--- config.mk ---
export PLATFORM = sky130hd
export DESIGN_NAME = ahb_resp_mux
export DESIGN_NICKNAME = d
export VERILOG_FILES = /design/src/rtl/ahb_resp_mux.sv
export SDC_FILE = /design/constraint.sdc
export NUM_CORES = 1
export LEC_CHECK = 0
export CAP_MARGIN = 15
export CORE_MARGIN = 1.5
export CORE_UTILIZATION = 34
export CTS_CLUSTER_DIAMETER = 60
export DETAILED_ROUTE_END_ITERATION = 6
export PLACE_DENSITY = 0.88
export SLEW_MARGIN = 20
export SYNTH_ARGS = -nofsm -noshare
export SYNTH_HDL_FRONTEND = slang
export SYNTH_SLANG_ARGS = --single-unit
--- constraint.sdc ---
create_clock -name i_hclk -period 2.4 [get_ports i_hclk]
set_input_delay 0.24 -clock i_hclk [delete_from_list [all_inputs] [get_ports i_hclk]]
set_output_delay 0.24 -clock i_hclk [all_outputs]
set_load 0.05 [all_outputs]
--- src/rtl/ahb_resp_mux.sv ---
`default_nettype none
// ============================================================================
//  Module   : ahb_resp_mux
//  Purpose  : Per-master-layer AHB slave select resolver and response mux.
//             Priority-resolves the decoder select to one slave, tracks the
//             data-phase owner, returns that slave's HRDATA/HREADY/HRESP and
//             implements the default slave (two-cycle ERROR for unmapped
//             active transfers) with a saturating decode-error counter.
//  Revision : 1.0  initial release
// ============================================================================
module ahb_resp_mux #(
  parameter int NUM_SLAVES    = 2,
  parameter int DATA_WIDTH    = 32,
  parameter int ERR_CNT_WIDTH = 16
) (
  input  logic                             i_hclk,
  input  logic                             i_hresetn,
  input  logic [NUM_SLAVES-1:0]            i_hsel,
  input  logic [1:0]                       i_htrans,
  output logic [NUM_SLAVES-1:0]            o_hsel,
  input  logic [NUM_SLAVES*DATA_WIDTH-1:0] i_hrdata,
  input  logic [NUM_SLAVES-1:0]            i_hreadyout,
  input  logic [NUM_SLAVES-1:0]            i_hresp,
  output logic [DATA_WIDTH-1:0]            o_hrdata,
  output logic                             o_hready,
  output logic                             o_hresp,
  output logic [ERR_CNT_WIDTH-1:0]         o_err_cnt
);

  // Data-phase owner. ERR1/ERR2 are the two cycles of the default slave's
  // ERROR response; ERR1 is only ever entered for an active (NONSEQ/SEQ)
  // transfer, so the sampled HTRANS[1] is fully captured by the state.
  typedef enum logic [1:0] {
    DP_IDLE  = 2'd0,
    DP_SLAVE = 2'd1,
    DP_ERR1  = 2'd2,
    DP_ERR2  = 2'd3
  } dp_state_t;

  localparam logic [ERR_CNT_WIDTH-1:0] C_ERR_MAX = '1;
  localparam logic [ERR_CNT_WIDTH-1:0] C_ERR_ONE = {{(ERR_CNT_WIDTH-1){1'b0}}, 1'b1};

  dp_state_t                 r_state;
  dp_state_t                 w_state_nxt;
  logic [NUM_SLAVES-1:0]     r_sel_dp;
  logic [ERR_CNT_WIDTH-1:0]  r_err_cnt;

  logic [NUM_SLAVES-1:0]     w_hsel_res;
  logic                      w_found;
  logic [DATA_WIDTH-1:0]     w_slv_rdata;
  logic                      w_slv_ready;
  logic                      w_slv_resp;
  logic                      w_err_entry;

  // Priority resolve: keep only the lowest-index asserted select bit.
  always_comb begin
    w_hsel_res = '0;
    w_found    = 1'b0;
    for (int k = 0; k < NUM_SLAVES; k++) begin
      if (i_hsel[k] && !w_found) begin
        w_hsel_res[k] = 1'b1;
        w_found       = 1'b1;
      end
    end
  end

  assign o_hsel = w_hsel_res;

  // AND-OR mux of the data-phase slave's response fields (r_sel_dp is one-hot).
  always_comb begin
    w_slv_rdata = '0;
    w_slv_ready = 1'b0;
    w_slv_resp  = 1'b0;
    for (int k = 0; k < NUM_SLAVES; k++) begin
      if (r_sel_dp[k]) begin
        w_slv_rdata = w_slv_rdata | i_hrdata[k*DATA_WIDTH +: DATA_WIDTH];
        w_slv_ready = w_slv_ready | i_hreadyout[k];
        w_slv_resp  = w_slv_resp  | i_hresp[k];
      end
    end
  end

  // Response outputs per data-phase state, then next-state on sampling edges.
  always_comb begin
    w_state_nxt = r_state;
    w_err_entry = 1'b0;
    o_hready    = 1'b1;
    o_hresp     = 1'b0;
    o_hrdata    = '0;

    case (r_state)
      DP_SLAVE: begin
        o_hrdata = w_slv_rdata;
        o_hready = w_slv_ready;
        o_hresp  = w_slv_resp;
      end
      DP_ERR1: begin
        o_hready = 1'b0;
        o_hresp  = 1'b1;
      end
      DP_ERR2: begin
        o_hresp  = 1'b1;
      end
      default: begin
      end
    endcase

    if (r_state == DP_ERR1) begin
      w_state_nxt = DP_ERR2;
    end else if (o_hready) begin
      if (|w_hsel_res) begin
        w_state_nxt = DP_SLAVE;
      end else if (i_htrans[1]) begin
        w_state_nxt = DP_ERR1;
        w_err_entry = 1'b1;
      end else begin
        w_state_nxt = DP_IDLE;
      end
    end
  end

  // State, data-phase select and error counter registers.
  always_ff @(posedge i_hclk or negedge i_hresetn) begin
    if (!i_hresetn) begin
      r_state   <= DP_IDLE;
      r_sel_dp  <= '0;
      r_err_cnt <= '0;
    end else begin
      r_state <= w_state_nxt;
      if (o_hready) begin
        r_sel_dp <= w_hsel_res;
      end
      if (w_err_entry && (r_err_cnt != C_ERR_MAX)) begin
        r_err_cnt <= r_err_cnt + C_ERR_ONE;
      end
    end
  end

  assign o_err_cnt = r_err_cnt;

endmodule
`default_nettype wire
==> impl_metrics.py, run 1 <==
metrics = {
    "outcome": {
        "status": "finished clean",
    },
    "synth": {
        "yosys_warnings": 0,
        "syn_area_per_cell_um2": 8.91,
        "synth-edff-count": 0,
        "synthTopCellsByArea": "dfrtp_1, a22oi_1, nor2_1, xnor2_1, nand4_1",
        "seq_area_frac_synth_pct": 34.7,
        "synth_seq_cells": 20,
        "async_reset_ff_share_pct": 100,
        "synth_top_area_cell": "dfrtp_1",
        "synthFlopType": "dfrtp_1",
        "synthesis.area_um2": 1440,
        "syn-instance-count": 162,
        "synth_cell_type_count": 37,
        "synth.net_count": 237,
        "synth_top_area_share_pct": 34.7,
    },
    "clock_network": {
        "htree_levels": 1,
        "cts_resized": 0,
        "cts.sinks": 20,
        "cts_root_buf": "clkbuf_8",
        "clk_latency_ns": 0.25,
        "cts_tree": "built",
        "cts_setup_buffers": 0,
        "clkSlewWorstSetupHoldPaths_ns": 0.07,
        "cts_buffer_depth": 2,
        "cts_buffers": 3,
        "hold_buffers": 0,
    },
    "routing": {
        "ant_nets": 0,
        "num_vias": 1785,
        "wire_per_inst_um": 17.0,
        "totalWireLength_mm": 5.64,
        "drc_errors": 0,
        "drtIter0Drc": 119,
        "firstDrtPassIters": 6,
        "vias_per_cell": 5.39,
    },
    "sta": {
        "clock_skew_ns": 0.00101,
        "relSlewSlack_pct": 40.6,
        "fin_crit_ns": 1.94,
        "fin_setup_tns_ns": 0,
        "max_freq_ghz": 0.516,
        "drv_slew": 0,
        "final_hold_viol_count": 0,
        "fin_crit_sh_pct": 80.7,
        "fin_ws_ns": 0.463,
        "finalSetupViolCount": 0,
        "rsz0062_at_grt": "no",
        "worst_pin_slew_ns": 0.889,
    },
    "cells_and_area": {
        "layoutNonFillerInstCount": 331,
        "mostFrequentLayoutCell": "clkdlybuf4s50_1",
        "multiInputGateArea_um2": 878,
        "syn_to_final_growth_pct": 116,
        "seq_area_um2": 500,
        "drive_gt1_share_pct": 19.6,
        "final_area_um2": 3110,
        "nNetsFinal": 357,
        "final_cell_mix": "clkdlybuf4s50_1, nor2_1, buf_12",
        "antennaDiodeCount": 0,
        "fill_cells": 270,
    },
    "place": {
        "placement.cell_area_um2": 3060,
        "dp_slack_ns": 0.355,
        "portBuffers": 124,
        "gp_congestion": 0.862,
        "dp.cells": 327,
        "hpwl_mm": 4.57,
    },
    "setup_path": {
        "critPathLaunchType": "input port",
        "critPathMostFrequentCell": "clkdlybuf4s50_1",
        "critical_path.max_fanout": 5,
        "crit_family": "buffers and inverters",
        "crit_path_end_kind": "output port",
        "slowest_delay_ns": 0.87,
        "cp_data_arrival_time_ns": 1.70,
        "timing.critical_path.slowest_stage_cell": "clkdlybuf4s50_1",
        "worstPathCellList": "clkdlybuf4s50_1 -> clkdlybuf4s50_1",
        "required_ns": 2.16,
        "worst-path-buf-inv": 2,
        "critical_path_class": "input port to output port",
    },
    "die": {
        "die_h_um": 68.1,
        "start_util_pct": 35.8,
        "die_x_um": 68.1,
        "die_area_um2": 4640,
        "pin_count": 126,
        "rows": 23,
        "coreArea_um2": 4030,
    },
    "global_route": {
        "grtUsageTotal_pct": 24.7,
        "antenna_found_initial": 0,
        "grt_pass1_vias": 1852,
        "grt_overflow_total": 0,
        "grt_first_pass_wirelength_mm": 8.61,
        "grt_start_max_net_pins": 33,
    },
    "power": {
        "seqPwrFrac_pct": 11.3,
        "p_comb_share_pct": 82.1,
        "irDropWorstVdd_v": 0.000912,
        "p_sw_share_pct": 50.0,
        "clock_power_share_pct": 6.6,
        "p_per_area_nw_per_um2": 1220,
        "p_sw_mw": 1.90,
        "leakage_nw": 1.28,
        "power.internal_mw": 1.91,
    },
    "job": {
        "maxCapViolCount": 0,
    },
    "min_path": {
        "hold_class": "input port to async pin",
    },
}
-- power groups by stage --
stage          registers [mW]  clock network (mW)  logic, mW
6_report                0.430               0.252       3.13
5_1_grt                 0.439               0.279       3.26
4_1_cts                 0.430               0.257       3.14
3_5_place_dp            0.435                   0       3.13
3_3_place_gp            0.432                   0       3.09
2_1_floorplan           0.512                   0       1.52
-- path summary, 6_finish.rpt --
kind / start / endpoint / slack [ns] / depth (start not counted)
min in group i_hclk: o_err_cnt[15] / o_err_cnt[15] / 0.51 / 1
setup / recovery: i_hsel[0] / o_hsel[0] / 0.46 / 2
setup reg to reg: o_err_cnt[0] / o_err_cnt[1] / 0.58 / 5
max in group asynchronous: i_hresetn / r_state[0] / 1.37 / 1
hold reg to reg: o_err_cnt[15] / o_err_cnt[15] / 0.51 / 1
hold / removal: i_hresetn / o_err_cnt[3] / 0.49 / 1
-- per-stage QoR --
step	total power [mW]	util, %	hold WS [ns]
after detailed placement	3.57	75.9	0.484
after global placement	3.52	75.9	0.475
after CTS	3.83	77.3	0.507
after floorplan	2.03	-	-0.0556
final	3.81	77.3	0.485
after global routing	3.97	77.3	0.518
-- kinds of logic after synthesis --
family / after synthesis / synth area share, %
adders and majority gates: 1 / 0.867
AOI/OAI and AO/OA: 43 / 24.9
DFF: 20 / 34.7
muxes: 3 / 2.34
xor gates and xnor gates: 14 / 8.50
buffers and inverters: 14 / 4.42
and+or+nand+nor: 67 / 24.3
-- cell usage after synthesis, types with 2 or more instances --
cell type / number
a22oi_1: 32
and3_1: 2
buf_2: 2
buf_4: 2
clkbuf_1: 9
dfrtp_1: 20
mux2_2: 2
nand2_1: 4
nand2b_1: 2
nand3_1: 4
nand4_1: 9
nor2_1: 37
xnor2_1: 9
xor2_1: 5
-- layout make-up --
type                            instances  area share [%]
Timing Repair Buffer                  129            51.9
Multi-Input combinational cell        128            28.2
Sequential cell                        20            16.1
Tap cell                               50            2.01
Clock buffer                            4            1.77
-- registers in the layout, indices dropped and copies added, names as in the netlist --
register,cells
r_sel_dp,2
r_state,2
o_err_cnt,16
-- layer usage --
layer  global-route usage [%]  vias to the layer above  part of all wire [%]
met5                        0                        -                     0
met4                     5.50                        0                   1.1
met3                     5.92                        8                   5.4
met2                     45.3                       82                    58
met1                     28.8                      860                    36
li1                         -                      835                     -
No activity file was read; power rests on OpenSTA's default activity.
==> run 2: changes to the inputs <==
--- a/config.mk
+++ b/config.mk
@@ -7,10 +7,10 @@
 export LEC_CHECK = 0
 export CAP_MARGIN = 15
 export CORE_MARGIN = 1.5
-export CORE_UTILIZATION = 34
+export CORE_UTILIZATION = 32
 export CTS_CLUSTER_DIAMETER = 60
 export DETAILED_ROUTE_END_ITERATION = 6
-export PLACE_DENSITY = 0.88
+export PLACE_DENSITY = 0.84
 export SLEW_MARGIN = 20
 export SYNTH_ARGS = -nofsm -noshare
 export SYNTH_HDL_FRONTEND = slang
==> constraint.sdc (replaced) <==
create_clock -name i_hclk -period 1.8 [get_ports i_hclk]
set_input_delay 0.18 -clock i_hclk [delete_from_list [all_inputs] [get_ports i_hclk]]
set_output_delay 0.18 -clock i_hclk [all_outputs]
set_load 0.05 [all_outputs]
==> impl_metrics.py, run 2 (synthesis gave the netlist of run 1 again) <==
metrics = {
    "sta": {
        "drv_slew": 0,
        "finalSetupViolCount": 0,
        "fin_setup_tns_ns": 0,
        "max_freq_ghz": 0.569,
        "worst_pin_slew_ns": 0.506,
        "clock_skew_ns": 0.00401,
        "fin_crit_ns": 1.76,
        "hold-worst-slack_ns": 0.241,
        "fin_crit_sh_pct": 97.7,
        "fin_ws_ns": 0.0416,
        "relSlewSlack_pct": 66.2,
        "rsz0062_at_grt": "yes",
        "final_hold_viol_count": 0,
    },
    "cells_and_area": {
        "seq_area_um2": 508,
        "final_cell_mix": "clkdlybuf4s50_1, buf_12, a22oi_1",
        "fill_cells": 283,
        "nNetsFinal": 364,
        "layoutNonFillerInstCount": 340,
        "final_area_um2": 3220,
        "multiInputGateArea_um2": 906,
        "drive_gt1_share_pct": 27.8,
        "largest_reg_flops": 16,
        "syn_to_final_growth_pct": 123,
        "mostFrequentLayoutCell": "clkdlybuf4s50_1",
        "antennaDiodeCount": 0,
    },
    "global_route": {
        "grt_overflow_total": 0,
        "antenna_found_initial": 0,
        "grtUsageTotal_pct": 22.2,
        "grt_first_pass_wirelength_mm": 8.72,
        "grt_pass1_vias": 1765,
        "grt_start_max_net_pins": 33,
    },
    "routing": {
        "wire_per_inst_um": 16.1,
        "drc_errors": 0,
        "totalWireLength_mm": 5.49,
        "vias_per_cell": 5.28,
        "num_vias": 1794,
        "ant_nets": 0,
        "drtIter0Drc": 136,
        "firstDrtPassIters": 4,
    },
    "clock_network": {
        "cts_root_buf": "clkbuf_8",
        "clk_latency_ns": 0.26,
        "cts_buffers": 3,
        "cts_buffer_depth": 2,
        "cts_setup_buffers": 0,
        "hold_buffers": 0,
        "cts_tree": "built",
        "clkSlewWorstSetupHoldPaths_ns": 0.07,
        "cts_resized": 0,
        "cts.sinks": 20,
        "htree_levels": 1,
    },
    "die": {
        "die_area_um2": 4920,
        "coreArea_um2": 4350,
        "rows": 24,
        "start_util_pct": 33.1,
        "die_h_um": 70.1,
        "pin_count": 126,
        "die_x_um": 70.1,
    },
    "place": {
        "gp_congestion": 0.788,
        "dp_slack_ns": -0.0513,
        "portBuffers": 124,
        "placement.cell_area_um2": 3140,
        "dp.cells": 336,
        "hpwl_mm": 4.54,
    },
    "job": {
        "maxCapViolCount": 0,
    },
    "power": {
        "p_per_area_nw_per_um2": 1590,
        "irDropWorstVdd_v": 0.00110,
        "leakage_nw": 1.32,
    },
    "setup_path": {
        "critPathLaunchType": "flip-flop",
        "critical_path.max_fanout": 32,
        "critical_path_class": "flip-flop to output port",
        "cp_data_arrival_time_ns": 1.58,
        "required_ns": 1.62,
        "crit_path_end_kind": "output port",
    },
    "outcome": {
        "status": "finished clean",
    },
    "min_path": {
        "hold_class": "input port to async pin",
    },
}
[run 2: critical path: stages (launching register included)]
cell	delay [ns]
dfrtp_1	0.43
nand2b_2	0.26
buf_6	0.21
nor2_1	0.23
buf_12	0.17
[run 2: layout make-up]
type	count	share of cell area, %
repair buffers	136	52.7
multi-input cells	128	28.1
flip-flops and latches	20	15.8
well taps	52	2.02
clock buffers	4	1.40
[run 2: stage by stage]
| stage | util [%] | total power [mW] |
|---|---|---|
| after detailed placement | 72.1 | 4.77 |
| after CTS | 73.1 | 5.07 |
| after global routing | 74.0 | 5.32 |
| after floorplan | - | 2.72 |
| after global placement | 72.1 | 4.72 |
| final | 74.0 | 5.12 |
[run 2: per-layer routing]
| metal | GRT usage, % | share of wire [%] | wire (um) | vias to the layer above |
|---|---|---|---|---|
| met4 | 4.91 | 1.3 | 74 | 0 |
| met1 | 27.0 | 39 | 2140 | 861 |
| met3 | 4.62 | 4.8 | 264 | 8 |
| met5 | 0 | 0 | 0 | - |
| li1 | - | - | - | 852 |
| met2 | 40.2 | 55 | 3010 | 73 |
[run 2: power breakdown]
group          internal [mW]  switching, mW
clock network          0.158          0.148
logic                   1.87           2.33
registers              0.518         0.0922
total                   2.55           2.57
[run 2: path summary, 6_finish.rpt]
path,start,endpoint,slack [ns],cells after the start
max,r_state[1],o_hrdata[26],0.04,4
min,i_hresetn,o_err_cnt[11],0.24,1
min in group i_hclk,o_err_cnt[5],o_err_cnt[5],0.48,1
max in group asynchronous,i_hresetn,r_sel_dp[0],1.02,2
max reg2reg,o_err_cnt[4],o_err_cnt[1],0.10,4
min reg2reg,o_err_cnt[5],o_err_cnt[5],0.48,1
==> run 3: changes to the inputs <==
--- a/config.mk
+++ b/config.mk
@@ -11,6 +11,7 @@
 export CTS_CLUSTER_DIAMETER = 60
 export DETAILED_ROUTE_END_ITERATION = 6
 export PLACE_DENSITY = 0.84
+export RECOVER_POWER = 50
 export SLEW_MARGIN = 20
 export SYNTH_ARGS = -nofsm -noshare
 export SYNTH_HDL_FRONTEND = slang
==> impl_metrics.py, run 3 (synthesis gave the netlist of run 1 again) <==
metrics = {
    "die": {
        "rows": 24,
        "die_h_um": 70.1,
        "die_area_um2": 4920,
        "coreArea_um2": 4350,
        "die_x_um": 70.1,
        "start_util_pct": 33.1,
        "pin_count": 126,
    },
    "cells_and_area": {
        "fin_util_pct": 73.9,
        "largest_reg_flops": 16,
        "layoutNonFillerInstCount": 340,
        "final_cell_mix": "clkdlybuf4s50_1, buf_12, a22oi_1",
        "drive_gt1_share_pct": 27.4,
        "nNetsFinal": 364,
        "antennaDiodeCount": 0,
        "final_area_um2": 3220,
        "seq_area_um2": 508,
        "fill_cells": 284,
        "multiInputGateArea_um2": 906,
        "mostFrequentLayoutCell": "clkdlybuf4s50_1",
        "syn_to_final_growth_pct": 123,
    },
    "power": {
        "clock_power_share_pct": 5.9,
        "leakage_nw": 1.31,
        "irDropWorstVdd_v": 0.00110,
        "p_per_area_nw_per_um2": 1590,
        "power.internal_mw": 2.55,
        "p_comb_share_pct": 82.1,
        "seqPwrFrac_pct": 11.9,
        "p_sw_share_pct": 50.2,
        "p_sw_mw": 2.57,
    },
    "setup_path": {
        "worstPathCellList": "nand2b_2 -> buf_6 -> nor2_1 -> buf_12",
        "critical_path.max_fanout": 32,
        "critPathLaunchType": "flip-flop",
        "crit_path_end_kind": "output port",
        "critical_path_class": "flip-flop to output port",
        "cp_data_arrival_time_ns": 1.58,
        "crit_family": "simple AND/OR/NAND/NOR gates",
        "timing.critical_path.slowest_stage_cell": "dfrtp_1",
        "slowest_delay_ns": 0.44,
        "required_ns": 1.62,
        "worst-path-buf-inv": 2,
    },
    "place": {
        "dp.cells": 336,
        "hpwl_mm": 4.54,
        "gp_congestion": 0.788,
        "placement.cell_area_um2": 3140,
        "portBuffers": 124,
    },
    "global_route": {
        "grt_start_max_net_pins": 33,
        "grt_pass1_vias": 1765,
        "grt_overflow_total": 0,
        "antenna_found_initial": 0,
        "grt_first_pass_wirelength_mm": 8.72,
        "grtUsageTotal_pct": 22.2,
    },
    "routing": {
        "totalWireLength_mm": 5.49,
        "vias_per_cell": 5.28,
        "drc_errors": 0,
        "drtIter0Drc": 146,
        "wire_per_inst_um": 16.1,
        "firstDrtPassIters": 4,
        "num_vias": 1796,
        "ant_nets": 0,
    },
    "clock_network": {
        "clk_latency_ns": 0.26,
        "cts.sinks": 20,
        "cts_buffer_depth": 2,
        "hold_buffers": 0,
        "htree_levels": 1,
        "cts_setup_buffers": 0,
        "clkSlewWorstSetupHoldPaths_ns": 0.07,
        "cts_tree": "built",
        "cts_root_buf": "clkbuf_8",
        "cts_buffers": 3,
    },
    "sta": {
        "rsz0062_at_grt": "yes",
        "fin_crit_ns": 1.76,
        "clock_skew_ns": 0.00241,
        "relSlewSlack_pct": 63.3,
        "max_freq_ghz": 0.569,
        "fin_crit_sh_pct": 97.7,
        "worst_pin_slew_ns": 0.550,
        "final_hold_viol_count": 0,
        "hold-worst-slack_ns": 0.316,
        "finalSetupViolCount": 0,
        "drv_slew": 0,
    },
    "outcome": {
        "status": "finished clean",
    },
    "job": {
        "maxCapViolCount": 0,
    },
    "min_path": {
        "hold_class": "input port to async pin",
    },
}
## run 3: cell types whose count changed in the layout (fill, tap and decap cells not counted), sizes merged
cell,before,now
buf,49,48
clkbuf,4,5
clkdlybuf4s50,87,86
dlygate4sd3,0,1
## run 3: final cells by class
type | instances | share of cell area (%)
repair buffers | 136 | 52.6
clock buffers | 4 | 1.40
well taps | 52 | 2.02
multi-input cells | 128 | 28.2
flip-flops and latches | 20 | 15.8
## run 3: metal layers
metal | routed length (um) | part of all wire (%) | GRT usage (%)
met5 | 0 | 0 | 0
met4 | 74 | 1.3 | 4.91
met3 | 275 | 5.0 | 4.62
met2 | 3010 | 55 | 40.2
met1 | 2120 | 39 | 27.0
## run 3: final timing paths
| check | depth (start not counted) | to | slack [ns] | start |
|---|---|---|---|---|
| max reg2reg | 4 | o_err_cnt[1] | 0.11 | o_err_cnt[4] |
| min reg2reg | 1 | o_err_cnt[5] | 0.48 | o_err_cnt[5] |
| min in group i_hclk | 1 | o_err_cnt[5] | 0.48 | o_err_cnt[5] |
| min | 1 | o_err_cnt[11] | 0.32 | i_hresetn |
| max | 4 | o_hrdata[26] | 0.04 | r_state[1] |
| max in group asynchronous | 2 | r_sel_dp[0] | 0.61 | i_hresetn |
## run 3: per-stage QoR
step                TNS (ns)  setup slack [ns]  total power, mW
floorplan                  0            0.0154             2.72
global route         -0.0556           -0.0130             5.32
global placement     -0.0213           -0.0213             4.72
finish                     0            0.0416             5.11
detailed placement   -0.0632           -0.0513             4.77
CTS                  -0.0462           -0.0130             5.07
## run 3: worst reg2reg max path: stages (launching register included)
cell and delay, ns:
dfrtp_2 0.44, and3_2 0.24, and3_4 0.21, a31oi_4 0.32
mux2_1 0.37
## run 3: power by group through the flow
| stage | clock network [mW] | logic (mW) | registers [mW] |
|---|---|---|---|
| finish | 0.304 | 4.20 | 0.610 |
| global placement | 0 | 4.11 | 0.604 |
| floorplan | 0 | 2.03 | 0.689 |
| detailed placement | 0 | 4.16 | 0.610 |
| global route | 0.335 | 4.37 | 0.622 |
| CTS | 0.305 | 4.16 | 0.602 |
## run 3: timing repair
| action | in CTS | in global routing |
|---|---|---|
| gates cloned | 0 | 0 |
| setup endpoints to repair | 6 | 32 |
| gates resized for setup | 0 | 14 |
